[src/rtl/packet_arbiter_pkg.sv]
// rtl/packet_arbiter_pkg.sv - shared constants and state encoding for packet_arbiter
//
// Purpose : default packet width and the arbiter FSM state type.
// Ports   : none (package).

package packet_arbiter_pkg;

  localparam int PACKET_WIDTH_DEFAULT = 175;

  typedef enum logic [1:0] {
    S_IDLE   = 2'd0,
    S_ACCEPT = 2'd1,
    S_SEND   = 2'd2
  } state_t;

endpackage

[src/rtl/packet_arbiter_rr_pick.sv]
// rtl/packet_arbiter_rr_pick.sv - combinational round-robin pick of the next requester
//
// Purpose : choose the first requesting port after i_last, wrapping modulo NUM_PORTS.
// Ports   : i_req   [NUM_PORTS]  request vector
//           i_last  [SRC_WIDTH]  most recently served port
//           o_grant [SRC_WIDTH]  chosen port (0 when nothing requests)
//           o_any                at least one request is present

module packet_arbiter_rr_pick #(
  parameter int NUM_PORTS = 4,
  parameter int SRC_WIDTH = 2
) (
  input  logic [NUM_PORTS-1:0] i_req,
  input  logic [SRC_WIDTH-1:0] i_last,
  output logic [SRC_WIDTH-1:0] o_grant,
  output logic                 o_any
);

  int w_dist;
  int w_best;

  assign o_any = |i_req;

  // Each port gets a rotated distance from i_last+1; the closest requester wins.
  // Only real port indices are ever assigned, so non power-of-two counts are safe.
  always_comb begin
    o_grant = '0;
    w_best  = NUM_PORTS;
    w_dist  = 0;
    for (int i = 0; i < NUM_PORTS; i++) begin
      w_dist = i - int'(i_last) - 1;
      if (w_dist < 0) begin
        w_dist = w_dist + NUM_PORTS;
      end
      if (i_req[i] && (w_dist < w_best)) begin
        w_best  = w_dist;
        o_grant = SRC_WIDTH'(i);
      end
    end
  end

endmodule

[src/rtl/packet_arbiter.sv]
// rtl/packet_arbiter.sv - round-robin merge of NUM_PORTS packet streams into one
//
// Purpose : forwards one packet at a time from the fairly chosen input port,
//           holding it in a single output register until downstream accepts.
// Ports   : CLK, RST (sync, active high)
//           RECEIVE_PC_VALID/DATA in, RECEIVE_PC_READY out (one-cycle pulse)
//           SEND_PC_VALID/DATA/SRC out, SEND_PC_READY in

module packet_arbiter
  import packet_arbiter_pkg::*;
#(
  parameter int PACKET_WIDTH = PACKET_WIDTH_DEFAULT,
  parameter int NUM_PORTS    = 4,
  parameter int SRC_WIDTH    = 2
) (
  input  logic                              CLK,
  input  logic                              RST,
  input  logic [NUM_PORTS-1:0]              RECEIVE_PC_VALID,
  input  logic [NUM_PORTS*PACKET_WIDTH-1:0] RECEIVE_PC_DATA,
  output logic [NUM_PORTS-1:0]              RECEIVE_PC_READY,
  output logic                              SEND_PC_VALID,
  output logic [PACKET_WIDTH-1:0]           SEND_PC_DATA,
  output logic [SRC_WIDTH-1:0]              SEND_PC_SRC,
  input  logic                              SEND_PC_READY
);

  state_t                   r_state;
  logic [SRC_WIDTH-1:0]     r_grant;
  logic [SRC_WIDTH-1:0]     r_last;
  logic [NUM_PORTS-1:0]     r_recv_ready;
  logic                     r_send_valid;
  logic [PACKET_WIDTH-1:0]  r_send_data;
  logic [SRC_WIDTH-1:0]     r_send_src;

  logic [SRC_WIDTH-1:0]     w_grant;
  logic                     w_any;
  logic [PACKET_WIDTH-1:0]  w_port_data [NUM_PORTS];

  for (genvar g = 0; g < NUM_PORTS; g++) begin : g_slice
    assign w_port_data[g] = RECEIVE_PC_DATA[g*PACKET_WIDTH +: PACKET_WIDTH];
  end

  packet_arbiter_rr_pick #(
    .NUM_PORTS (NUM_PORTS),
    .SRC_WIDTH (SRC_WIDTH)
  ) u_rr_pick (
    .i_req   (RECEIVE_PC_VALID),
    .i_last  (r_last),
    .o_grant (w_grant),
    .o_any   (w_any)
  );

  always_ff @(posedge CLK) begin
    if (RST) begin
      r_state      <= S_IDLE;
      r_grant      <= '0;
      // Last served = highest port, so port 0 is searched first after reset.
      r_last       <= SRC_WIDTH'(NUM_PORTS - 1);
      r_recv_ready <= '0;
      r_send_valid <= 1'b0;
      r_send_data  <= '0;
      r_send_src   <= '0;
    end else begin
      case (r_state)
        S_IDLE: begin
          if (w_any) begin
            r_grant      <= w_grant;
            r_recv_ready <= NUM_PORTS'(1) << w_grant;
            r_state      <= S_ACCEPT;
          end
        end
        S_ACCEPT: begin
          r_recv_ready <= '0;
          if (RECEIVE_PC_VALID[r_grant]) begin
            r_send_data  <= w_port_data[r_grant];
            r_send_src   <= r_grant;
            r_last       <= r_grant;
            r_send_valid <= 1'b1;
            r_state      <= S_SEND;
          end else begin
            // Sender withdrew VALID while READY was up: drop the grant, keep fairness pointer.
            r_state <= S_IDLE;
          end
        end
        S_SEND: begin
          if (r_send_valid && SEND_PC_READY) begin
            r_send_valid <= 1'b0;
            r_state      <= S_IDLE;
          end
        end
        default: begin
          r_recv_ready <= '0;
          r_send_valid <= 1'b0;
          r_state      <= S_IDLE;
        end
      endcase
    end
  end

  assign RECEIVE_PC_READY = r_recv_ready;
  assign SEND_PC_VALID    = r_send_valid;
  assign SEND_PC_DATA     = r_send_data;
  assign SEND_PC_SRC      = r_send_src;

endmodule

[config.mk]
export PLATFORM = sky130hd
export DESIGN_NAME = packet_arbiter
export DESIGN_NICKNAME = d
export VERILOG_FILES = /design/src/rtl/packet_arbiter_pkg.sv /design/src/rtl/packet_arbiter_rr_pick.sv /design/src/rtl/packet_arbiter.sv
export SDC_FILE = /design/constraint.sdc
export NUM_CORES = 1
export LEC_CHECK = 0
export CAP_MARGIN = 20
export CORE_AREA = 2 2 351 353
export CTS_CLUSTER_DIAMETER = 150
export CTS_CLUSTER_SIZE = 30
export DETAILED_ROUTE_END_ITERATION = 8
export DIE_AREA = 0 0 353 355
export PLACE_DENSITY = 0.43
export SYNTH_ARGS = -nofsm -noshare
export SYNTH_HDL_FRONTEND = slang
export SYNTH_HIERARCHICAL = 1
export SYNTH_SLANG_ARGS = --single-unit
[constraint.sdc]
create_clock -name CLK -period 8.1 [get_ports CLK]
set_input_delay 2.43 -clock CLK [delete_from_list [all_inputs] [get_ports CLK]]
set_output_delay 2.43 -clock CLK [all_outputs]
set_load 0.05 [all_outputs]
==> results.ini, run 1 <==
[run_status]
status = finished clean

[setup_path]
arrival_ps = 6530
path_class = in -> reg
cp-end-kind = flop
cp.required_ps = 8490
critPathMaxFanout = 8
startpoint_type = input pin
crit_chain = clkdlybuf4s50_1 > a21oi_1 > a311oi_1 > inv_1 > ha_1 > a21boi_0 > a311o_1 > a221o_1 > mux2i_1 > ha_1 > inv_1 > a2111oi_0 > o211ai_1 > nand4_1 > nand3_1 > nor3b_1 > a21oi_1 > nor3_1
critPathMaxStageDelay_ps = 590
critPathTopFamily = compound AO/OA/AOI/OAI gates
path_buf_inv = 3
cp_slowest_cell = clkdlybuf4s50_1

[clock_tree]
clkSlewWorstSetupHoldPaths_ps = 90
htree_levels = 4
cts_buffers = 17
clock_sinks = 188
ctsLongestPathBuffers = 2
cts_resized = 0
clock-root-buffer = clkbuf_16
tritoncts = done
cts_setup_buffers = 0
cts_hold_buf = 0
clock_latency_ps = 530

[sta]
slew_violations = 0
fmax_mhz = 163
finalSetupViolations = 0
max_slew_margin = 0.328
fin_crit_sh = 0.757
setup_tns_ps = 0
worstMarginPinSlew_ps = 1010
period_needed_ps = 6130
grt_setup_unrepaired = false
hold_viol_final = 0
fin_skew_ps = 15.5

[floorplanning]
core_area_um2 = 121000
row_count = 128
start_util = 0.0914
dieHeight_um = 355
ios = 889
dieWidth_um = 353
die-area_um2 = 125000

[cells_and_area]
nNetsFinal = 2628
area_growth_pct = 101
fillers = 13616
design_area_um2 = 22200
layout-drive-gt1-share = 0.116

[yosys]
seq_area_frac_synth = 0.339
synth_mux_area_frac = 0.358
synth_top_family_by_area = multiplexers
syn-cell-area_um2 = 11100
avgSynthCellArea_um2 = 10.1
yosys.area.top_type = mux4_2
yosys.cell_types.count = 38
async_flop_share = 0
synth-edff-count = 0
synth_compound_area_frac = 0.0968
synth_area_leaders = mux4_2 36%, dfxtp_1 34%, nand2_1 12%
ys.flop_type = dfxtp_1
ys_warn_count = 6
yosys.area_share.simple = 0.141
synth_cells = 1093
ys_ff_latch = 188
synth_fa_ha_area_frac = 0.0113
synthXorXnorAreaFrac = 0.00237
synth_top_area_share = 0.355

[detailed_routing]
routed_wl_mm = 91.1
drt.antenna.violating_nets = 0
drt_iter0_drc = 636
wl_per_cell_um = 25.6
route.vias.total = 12490
viasPerCell = 3.51
drc = 0
firstDrtPassIters = 5

[placed_design]
port_buffers = 888
gp_congestion = 0.832
dp_hpwl_mm = 76.6
post_dp_cell_area_um2 = 21700

[grt]
grtUsageTotal = 0.141
grt_max_degree = 104
grt_pass1_vias = 12869
grt_overflow_total = 0
antenna_found_initial = 37
grt_pass1_wl_mm = 119

[run]
maxCapViolCount = 0

[hold_path]
hp-class = reg -> reg

[power]
p_leak_nw = 7.00
worst_ir_drop_vdd_uv = 149
power.density_nw_per_um2 = 260

-- cells in the mapped netlist (all sizes together), types with 3 or more instances --
cell,count
a21oi,187
buf,57
clkbuf,45
dfxtp,188
ha,10
inv,10
mux2i,3
mux4,175
nand2,366
nand3b,4
nor2,4
nor2b,4
nor3,6
o21ai,6
-- kinds of logic (layout without fill, tap and decap cells) --
family | count (synthesis) | after routing
simple gates | 396 | 396
compound gates | 205 | 205
flops | 188 | 188
mux | 178 | 178
buf+inv | 112 | 942
fa+ha+maj | 10 | 10
xor+xnor | 3 | 3
other cells | 1 | 9
-- worst paths after layout --
check	from	endpoint	slack (ps)	cells after the start
setup / recovery	RECEIVE_PC_VALID[0]	RECEIVE_PC_READY[2]$_SDFFE_PP0P_	1970	18
hold / removal	SEND_PC_DATA[107]$_SDFFE_PP0P_	SEND_PC_DATA[107]$_SDFFE_PP0P_	450	2
setup reg to reg	r_last[0]$_SDFFE_PP1P_	RECEIVE_PC_READY[2]$_SDFFE_PP0P_	3100	20
hold reg to reg	SEND_PC_DATA[107]$_SDFFE_PP0P_	SEND_PC_DATA[107]$_SDFFE_PP0P_	450	2
-- registers in the layout (all words and copies together), names as in the netlist --
| name | cells |
|---|---|
| r_last | 2 |
| RECEIVE_PC_READY | 4 |
| SEND_PC_DATA | 175 |
| SEND_PC_SRC | 2 |
| SEND_PC_VALID | 1 |
| r_state | 2 |
| r_grant | 2 |
-- per-layer routing --
layer / track usage / vias to the layer above / wire, um
li1: - / 5634 / -
met1: 0.174 / 6180 / 38500
met2: 0.249 / 583 / 45800
met3: 0.0347 / 85 / 5300
met4: 0.0296 / 8 / 1390
met5: 0 / - / 52
-- cell type report --
| cell class | instances | area, um2 | share of cell area |
|---|---|---|---|
| Antenna cell | 7 | 17.5 | 0.000787 |
| Clock buffer | 21 | 440 | 0.0198 |
| Clock inverter | 11 | 133 | 0.00596 |
| Inverter | 10 | 37.5 | 0.00169 |
| Multi-Input combinational cell | 794 | 6780 | 0.305 |
| Sequential cell | 188 | 3770 | 0.170 |
| Tap cell | 1625 | 2030 | 0.0914 |
| Timing Repair Buffer | 900 | 9030 | 0.406 |
-- stage by stage --
step	utilization	total power (W)	std cells	hold slack, ps	setup WS, ps
CTS	0.183	0.00595	3549	454	2110
finish	0.183	0.00578	3556	450	1970
global route	0.183	0.00612	3551	465	1710
floorplan	-	0.00343	1094	485	2560
global placement	0.178	0.00497	3517	438	1530
detailed placement	0.178	0.00495	3517	443	1470
-- tightest hold or removal path, delay by kind of cell, from the launching register on --
kind               cells  cell delay, ps
and+or+nand+nor        1              50
AOI/OAI and AO/OA      1              50
DFF                    1             310
-- where the power goes --
| group | leakage [nW] | switching, W | total (W) | internal [W] |
|---|---|---|---|---|
| registers | 1.53 | 0.000153 | 0.00129 | 0.00113 |
| clock network | 0.273 | 0.000470 | 0.000929 | 0.000459 |
| logic | 5.20 | 0.00212 | 0.00356 | 0.00144 |
| total | 7.00 | 0.00274 | 0.00578 | 0.00304 |
-- cell usage in the layout, fill, tap and decap left out, drive strengths merged, types with 3 or more instances in the layout --
master | netlist | routed
nand2 | 366 | 366
nand3b | 4 | 4
buf | 57 | 12
clkbuf | 45 | 22
a21oi | 187 | 187
ha | 10 | 10
mux4 | 175 | 175
nor2b | 4 | 4
inv | 10 | 14
nor2 | 4 | 4
o21ai | 6 | 6
clkdlybuf4s50 | 0 | 887
diode | 0 | 7
mux2i | 3 | 3
clkinv | 0 | 3
nor3 | 6 | 6
dfxtp | 188 | 188
(Power assumes the default switching activity.)
==> run 2, diff against run 1 <==
==> constraint.sdc (replaced) <==
create_clock -name CLK -period 6 [get_ports CLK]
set_input_delay 1.8 -clock CLK [delete_from_list [all_inputs] [get_ports CLK]]
set_output_delay 1.8 -clock CLK [all_outputs]
set_load 0.05 [all_outputs]
==> run 2 against run 1 <==
  * Sequential share of layout area about the same
  * Clock skew decreased by 1.9 ps
  * First-iteration DRC count down 4.7%
  * Sequential cell count unchanged
  * Global-route usage is 0.090 points lower
  * Register-to-register slack lost 1900 ps
  * Clock power is 32% higher
  * Routed wire length is 1.0% lower
  * Critical path type unchanged
  * Critical endpoint unchanged
  * Highest routed layer unchanged
==> results.ini, run 2 (synthesis results as in run 1) <==
[clock_tree]
clock_latency_ps = 540  ; was 530 ps
cts_hold_buf = 0  ; unchanged
ctsLongestPathBuffers = 2  ; unchanged
cts_resized = 0  ; unchanged
cts_setup_buffers = 0  ; unchanged
clkSlewWorstSetupHoldPaths_ps = 80  ; was 90 ps
clock_sinks = 188  ; unchanged
clock-root-buffer = clkbuf_16  ; unchanged
tritoncts = done  ; unchanged
cts_buffers = 17  ; unchanged
htree_levels = 4  ; unchanged

[placed_design]
dp_hpwl_mm = 76.9  ; was 76.6 mm
port_buffers = 888  ; unchanged
post-place-cells = 3521  ; was 3517
gp_congestion = 0.847  ; was 0.832
dp_slack_ps = 208  ; was 1470 ps

[cells_and_area]
nNetsFinal = 2632  ; was 2628
largest_reg_flops = 175  ; unchanged
fin_util = 0.184  ; was 0.183
layout-drive-gt1-share = 0.120  ; was 0.116
area_growth_pct = 101  ; about the same
mostFrequentLayoutCell = clkdlybuf4s50_1  ; unchanged
fillers = 13577  ; was 13616
layout_common_cells = 887 x clkdlybuf4s50_1, 366 x nand2_1, 187 x a21oi_1  ; unchanged
ff_latch_area_um2 = 3770  ; unchanged
multi_input_area_um2 = 6780  ; unchanged
final_cells = 3554  ; was 3556

[detailed_routing]
routed_wl_mm = 90.1  ; was 91.1 mm
viasPerCell = 3.52  ; was 3.51
firstDrtPassIters = 5  ; unchanged
drc = 0  ; unchanged
wl_per_cell_um = 25.4  ; was 25.6 um
drt_iter0_drc = 606  ; was 636
drt.antenna.violating_nets = 0  ; unchanged
route.vias.total = 12503  ; was 12490

[floorplanning]
die-area_um2 = 125000  ; unchanged
ios = 889  ; unchanged
row_count = 128  ; unchanged
dieHeight_um = 355  ; unchanged
core_area_um2 = 121000  ; unchanged
dieWidth_um = 353  ; unchanged
start_util = 0.0914  ; unchanged

[grt]
antenna_found_initial = 35  ; was 37
grt_overflow_total = 0  ; unchanged
grt_pass1_vias = 13067  ; was 12869
grtUsageTotal = 0.140  ; was 0.141
grt_max_degree = 112  ; was 104
grt_pass1_wl_mm = 118  ; was 119 mm

[run_status]
status = finished clean  ; unchanged

[setup_path]
r2r_slack_ps = 1200  ; was 3100 ps
cp_slowest_cell = clkdlybuf4s50_1  ; unchanged
arrival_ps = 5720  ; was 6530 ps
critPathMaxStageDelay_ps = 560  ; was 590 ps
startpoint_type = input pin  ; unchanged
critPathMaxFanout = 5  ; was 8
path_buf_inv = 3  ; unchanged
path_class = in -> reg  ; unchanged
critPathTopFamily = compound AO/OA/AOI/OAI gates  ; unchanged
cp.required_ps = 6400  ; was 8490 ps
cp-end-kind = flop  ; unchanged
crit_chain = clkdlybuf4s50_1 > a21oi_1 > a311oi_1 > inv_1 > ha_1 > a21boi_0 > a311o_1 > a221o_1 > mux2i_1 > ha_1 > inv_1 > a2111oi_0 > o211ai_1 > nand4_1 > nand3_1 > nor3b_1 > a21oi_1 > nor3_1  ; unchanged

[sta]
max_slew_margin = 0.381  ; was 0.328
period_needed_ps = 5320
fmax_mhz = 188
grt_setup_unrepaired = false  ; unchanged
setup_tns_ps = 0  ; unchanged
fin_crit_sh = 0.887
slew_violations = 0  ; unchanged
setup_ws_ps = 676  ; was 1970 ps
finalSetupViolations = 0  ; unchanged
worstMarginPinSlew_ps = 929  ; was 1010 ps
fin_skew_ps = 13.6  ; was 15.5 ps
hold_viol_final = 0  ; unchanged

[power]
worst_ir_drop_vdd_uv = 210  ; was 149 uV
total_power_w = 0.00777  ; was 0.00578 W
power.density_nw_per_um2 = 349  ; was 260 nW/um2
p_leak_nw = 7.04  ; was 7.00 nW

[hold_path]
hp-class = reg -> reg  ; unchanged

[run]
maxCapViolCount = 0  ; unchanged

==> run 2: changes by cell type in the layout (fill, tap and decap cells not counted) <==
cell / before / now
inv_8: 0 / 4
buf_12: 4 / 7
clkbuf_1: 4 / 1
bufinv_16: 2 / 0
clkbuf_8: 1 / 2
buf_4: 8 / 9
diode_2: 7 / 1
clkinvlp_4: 2 / 1
clkinv_2: 1 / 0
clkinv_4: 2 / 4
==> run 2: layout make-up <==
class                      instances  area share
clock buffer                      19      0.0199
multi-input combinational        794       0.304
tap                             1625      0.0912
timing repair buffer             904       0.408
antenna                            1    0.000112
inverter                          10     0.00168
sequential                       188       0.169
clock inverter                    13     0.00550
==> run 2: worst reg2reg max path: stages (launching register included) <==
cell and delay, ps:
dfxtp_1 470, inv_1 140, ha_1 230, xnor2_1 380, a21oi_1 200, a311oi_1 360, inv_1 90, ha_1 300
a21boi_0 130, a311o_1 350, a221o_1 340, mux2i_1 150, ha_1 340, inv_1 50, a2111oi_0 290, o211ai_1 160
nand4_1 160, nand3_1 190, nor3b_1 190, a21oi_1 130, nor3_1 50
==> run 2: layer usage <==
metal  vias to the layer above  global-route usage  part of all wire
met2                       601               0.251              0.51
met5                         -                   0           0.00071
met4                        10              0.0263             0.014
met1                      6178               0.170              0.42
met3                        90              0.0367             0.060
li1                       5624                   -                 -
==> run 2: through the flow <==
stage          hold WS [ps]  instance area [um2]
6_report                451                22300
5_1_grt                 471                22300
4_1_cts                 454                22300
3_5_place_dp            443                21700
3_3_place_gp            439                21700
2_1_floorplan           485                11100
==> run 2: report_power, final <==
group          switching (W)  internal [W]  leakage, nW
registers           0.000238       0.00153         1.53
logic                0.00281       0.00197         5.23
clock network       0.000671      0.000560        0.277
==> run 2: worst paths after layout <==
check / startpoint / to / cells after the start
worst max register to register: r_last[0]$_SDFFE_PP1P_ / RECEIVE_PC_READY[2]$_SDFFE_PP0P_ / 20
worst min register to register: SEND_PC_DATA[172]$_SDFFE_PP0P_ / SEND_PC_DATA[172]$_SDFFE_PP0P_ / 2
worst min-delay path: SEND_PC_DATA[172]$_SDFFE_PP0P_ / SEND_PC_DATA[172]$_SDFFE_PP0P_ / 2
worst max-delay path: RECEIVE_PC_VALID[1] / RECEIVE_PC_READY[2]$_SDFFE_PP0P_ / 18
==> run 3, diff against run 2 <==
--- a/config.mk
+++ b/config.mk
@@ -6,12 +6,12 @@
 export NUM_CORES = 1
 export LEC_CHECK = 0
 export CAP_MARGIN = 20
-export CORE_AREA = 2 2 351 353
+export CORE_AREA = 3 3 342 344
 export CTS_CLUSTER_DIAMETER = 150
 export CTS_CLUSTER_SIZE = 30
 export DETAILED_ROUTE_END_ITERATION = 8
-export DIE_AREA = 0 0 353 355
-export PLACE_DENSITY = 0.43
+export DIE_AREA = 0 0 345 347
+export PLACE_DENSITY = 0.44
 export SYNTH_ARGS = -nofsm -noshare
 export SYNTH_HDL_FRONTEND = slang
 export SYNTH_HIERARCHICAL = 1
==> run 3 against run 2 <==
  * Register-to-register slack improved by 50 ps
  * Largest power group unchanged
  * Critical path type unchanged
  * Sequential power about the same
  * Final cell count decreased by 3.2%
  * Critical endpoint unchanged
==> results.ini, run 3 (synthesis results as in run 1) <==
[run_status]
status = finished clean  ; unchanged

[floorplanning]
dieWidth_um = 345  ; was 353 um
row_count = 124  ; was 128
ios = 889  ; unchanged
die-area_um2 = 120000  ; was 125000 um2
dieHeight_um = 347  ; was 355 um
start_util = 0.0971  ; was 0.0914
core_area_um2 = 114000  ; was 121000 um2

[clock_tree]
clock_sinks = 188  ; unchanged
clkSlewWorstSetupHoldPaths_ps = 80  ; about the same
cts_setup_buffers = 0  ; unchanged
htree_levels = 4  ; unchanged
cts_buffers = 17  ; unchanged
ctsLongestPathBuffers = 2  ; unchanged
cts_hold_buf = 0  ; unchanged
tritoncts = done  ; unchanged
clock_latency_ps = 500  ; was 540 ps
cts_resized = 0  ; unchanged
clock-root-buffer = clkbuf_16  ; unchanged

[grt]
grt_pass1_wl_mm = 120  ; was 118 mm
grt_overflow_total = 0  ; unchanged
grt_pass1_vias = 12861  ; was 13067
grtUsageTotal = 0.147  ; was 0.140
antenna_found_initial = 47  ; was 35
grt_max_degree = 118  ; was 112

[setup_path]
reg2regPathDepth = 20  ; unchanged
startpoint_type = input pin  ; unchanged
path_class = in -> reg  ; unchanged
cp-end-kind = flop  ; unchanged
arrival_ps = 5730  ; was 5720 ps
cp.required_ps = 6350  ; was 6400 ps
critPathMaxFanout = 8  ; was 5

[sta]
whs_ps = 451  ; about the same
grt_setup_unrepaired = false  ; unchanged
fin_crit_sh = 0.897  ; was 0.887
max_slew_margin = 0.315  ; was 0.381
fmax_mhz = 186  ; was 188 MHz
fin_skew_ps = 12.5  ; was 13.6 ps
slew_violations = 0  ; unchanged
setup_ws_ps = 619  ; was 676 ps
period_needed_ps = 5380  ; was 5320 ps
hold_viol_final = 0  ; unchanged
finalSetupViolations = 0  ; unchanged
worstMarginPinSlew_ps = 1030  ; was 929 ps
setup_tns_ps = 0  ; unchanged

[cells_and_area]
layout_common_cells = 887 x clkdlybuf4s50_1, 366 x nand2_1, 187 x a21oi_1  ; unchanged
fillers = 12706  ; was 13577
nNetsFinal = 2629  ; was 2632
ff_latch_area_um2 = 3770  ; unchanged
largest_reg_flops = 175  ; unchanged
area_growth_pct = 99.8  ; was 101%
multi_input_area_um2 = 6780  ; unchanged
final_cells = 3441  ; was 3554
mostFrequentLayoutCell = clkdlybuf4s50_1  ; unchanged
layout-drive-gt1-share = 0.118  ; was 0.120

[detailed_routing]
drt_iter0_drc = 764  ; was 606
routed_wl_mm = 91.0  ; was 90.1 mm
wl_per_cell_um = 26.5  ; was 25.4 um
viasPerCell = 3.64  ; was 3.52
route.vias.total = 12529  ; was 12503
drc = 0  ; unchanged
firstDrtPassIters = 5  ; unchanged
drt.antenna.violating_nets = 0  ; unchanged

[run]
maxCapViolCount = 0  ; unchanged

[power]
swShare = 0.469  ; was 0.478
power_switching_w = 0.00365  ; was 0.00372 W
combPwrFrac = 0.611  ; was 0.614
p_leak_nw = 7.03  ; was 7.04 nW
power.density_nw_per_um2 = 351  ; was 349 nW/um2
total_power_w = 0.00778  ; was 0.00777 W
intPower_w = 0.00413  ; was 0.00406 W
pwr-share-clk = 0.164  ; was 0.158
p_seq_frac = 0.226  ; was 0.228
worst_ir_drop_vdd_uv = 204  ; was 210 uV

[placed_design]
gp_congestion = 0.836  ; was 0.847
port_buffers = 888  ; unchanged
post-place-cells = 3405  ; was 3521
dp_hpwl_mm = 77.4  ; was 76.9 mm
dp_slack_ps = 93.4  ; was 208 ps

[hold_path]
min_path_cells = 2  ; unchanged
hp-class = reg -> reg  ; unchanged

-- run 3: through the flow --
stage | cell area (um2) | util
floorplan | 11100 | -
global placement | 21600 | 0.189
detailed placement | 21600 | 0.189
CTS | 22100 | 0.194
global route | 22200 | 0.194
finish | 22200 | 0.194
-- run 3: final timing paths --
kind,startpoint,to,slack [ps]
setup / recovery,RECEIVE_PC_VALID[1],RECEIVE_PC_READY[2]$_SDFFE_PP0P_,620
hold / removal,SEND_PC_DATA[108]$_SDFFE_PP0P_,SEND_PC_DATA[108]$_SDFFE_PP0P_,450
setup reg to reg,r_last[0]$_SDFFE_PP1P_,RECEIVE_PC_READY[2]$_SDFFE_PP0P_,1250
hold reg to reg,SEND_PC_DATA[108]$_SDFFE_PP0P_,SEND_PC_DATA[108]$_SDFFE_PP0P_,450
-- run 3: layout make-up --
type / count / area share
Timing Repair Buffer: 901 / 0.410
Multi-Input combinational cell: 794 / 0.306
Sequential cell: 188 / 0.170
Tap cell: 1512 / 0.0854
Clock buffer: 19 / 0.0195
Clock inverter: 13 / 0.00712
Inverter: 10 / 0.00169
Antenna cell: 4 / 0.000452
-- run 3: metal layers --
metal  GRT usage  vias to the layer above  part of all wire
met5           0                        -           0.00060
met4      0.0214                        8             0.010
met3      0.0336                       91             0.054
met2       0.267                      595              0.52
met1       0.179                     6215              0.42
li1            -                     5620                 -
-- run 3: critical path, stage by stage --
cell and delay, ps:
clkdlybuf4s50_1 600, a21oi_1 120, a311oi_1 350, inv_1 80
ha_1 290, a21boi_0 120, a311o_1 360, a221o_1 350
mux2i_1 140, ha_1 330, inv_1 50, a2111oi_0 280
o211ai_1 140, nand4_1 150, nand3_1 180, nor3b_1 180
a21oi_1 130, nor3_1 50
-- run 3: power groups by stage --
stage                     combinational [W]  clock (W)  sequential (W)
final                               0.00475    0.00127         0.00176
after global routing                0.00505    0.00140         0.00180
after CTS                           0.00486    0.00138         0.00177
after detailed placement            0.00484          0         0.00179
after global placement              0.00486          0         0.00179
after floorplan                     0.00202          0         0.00262
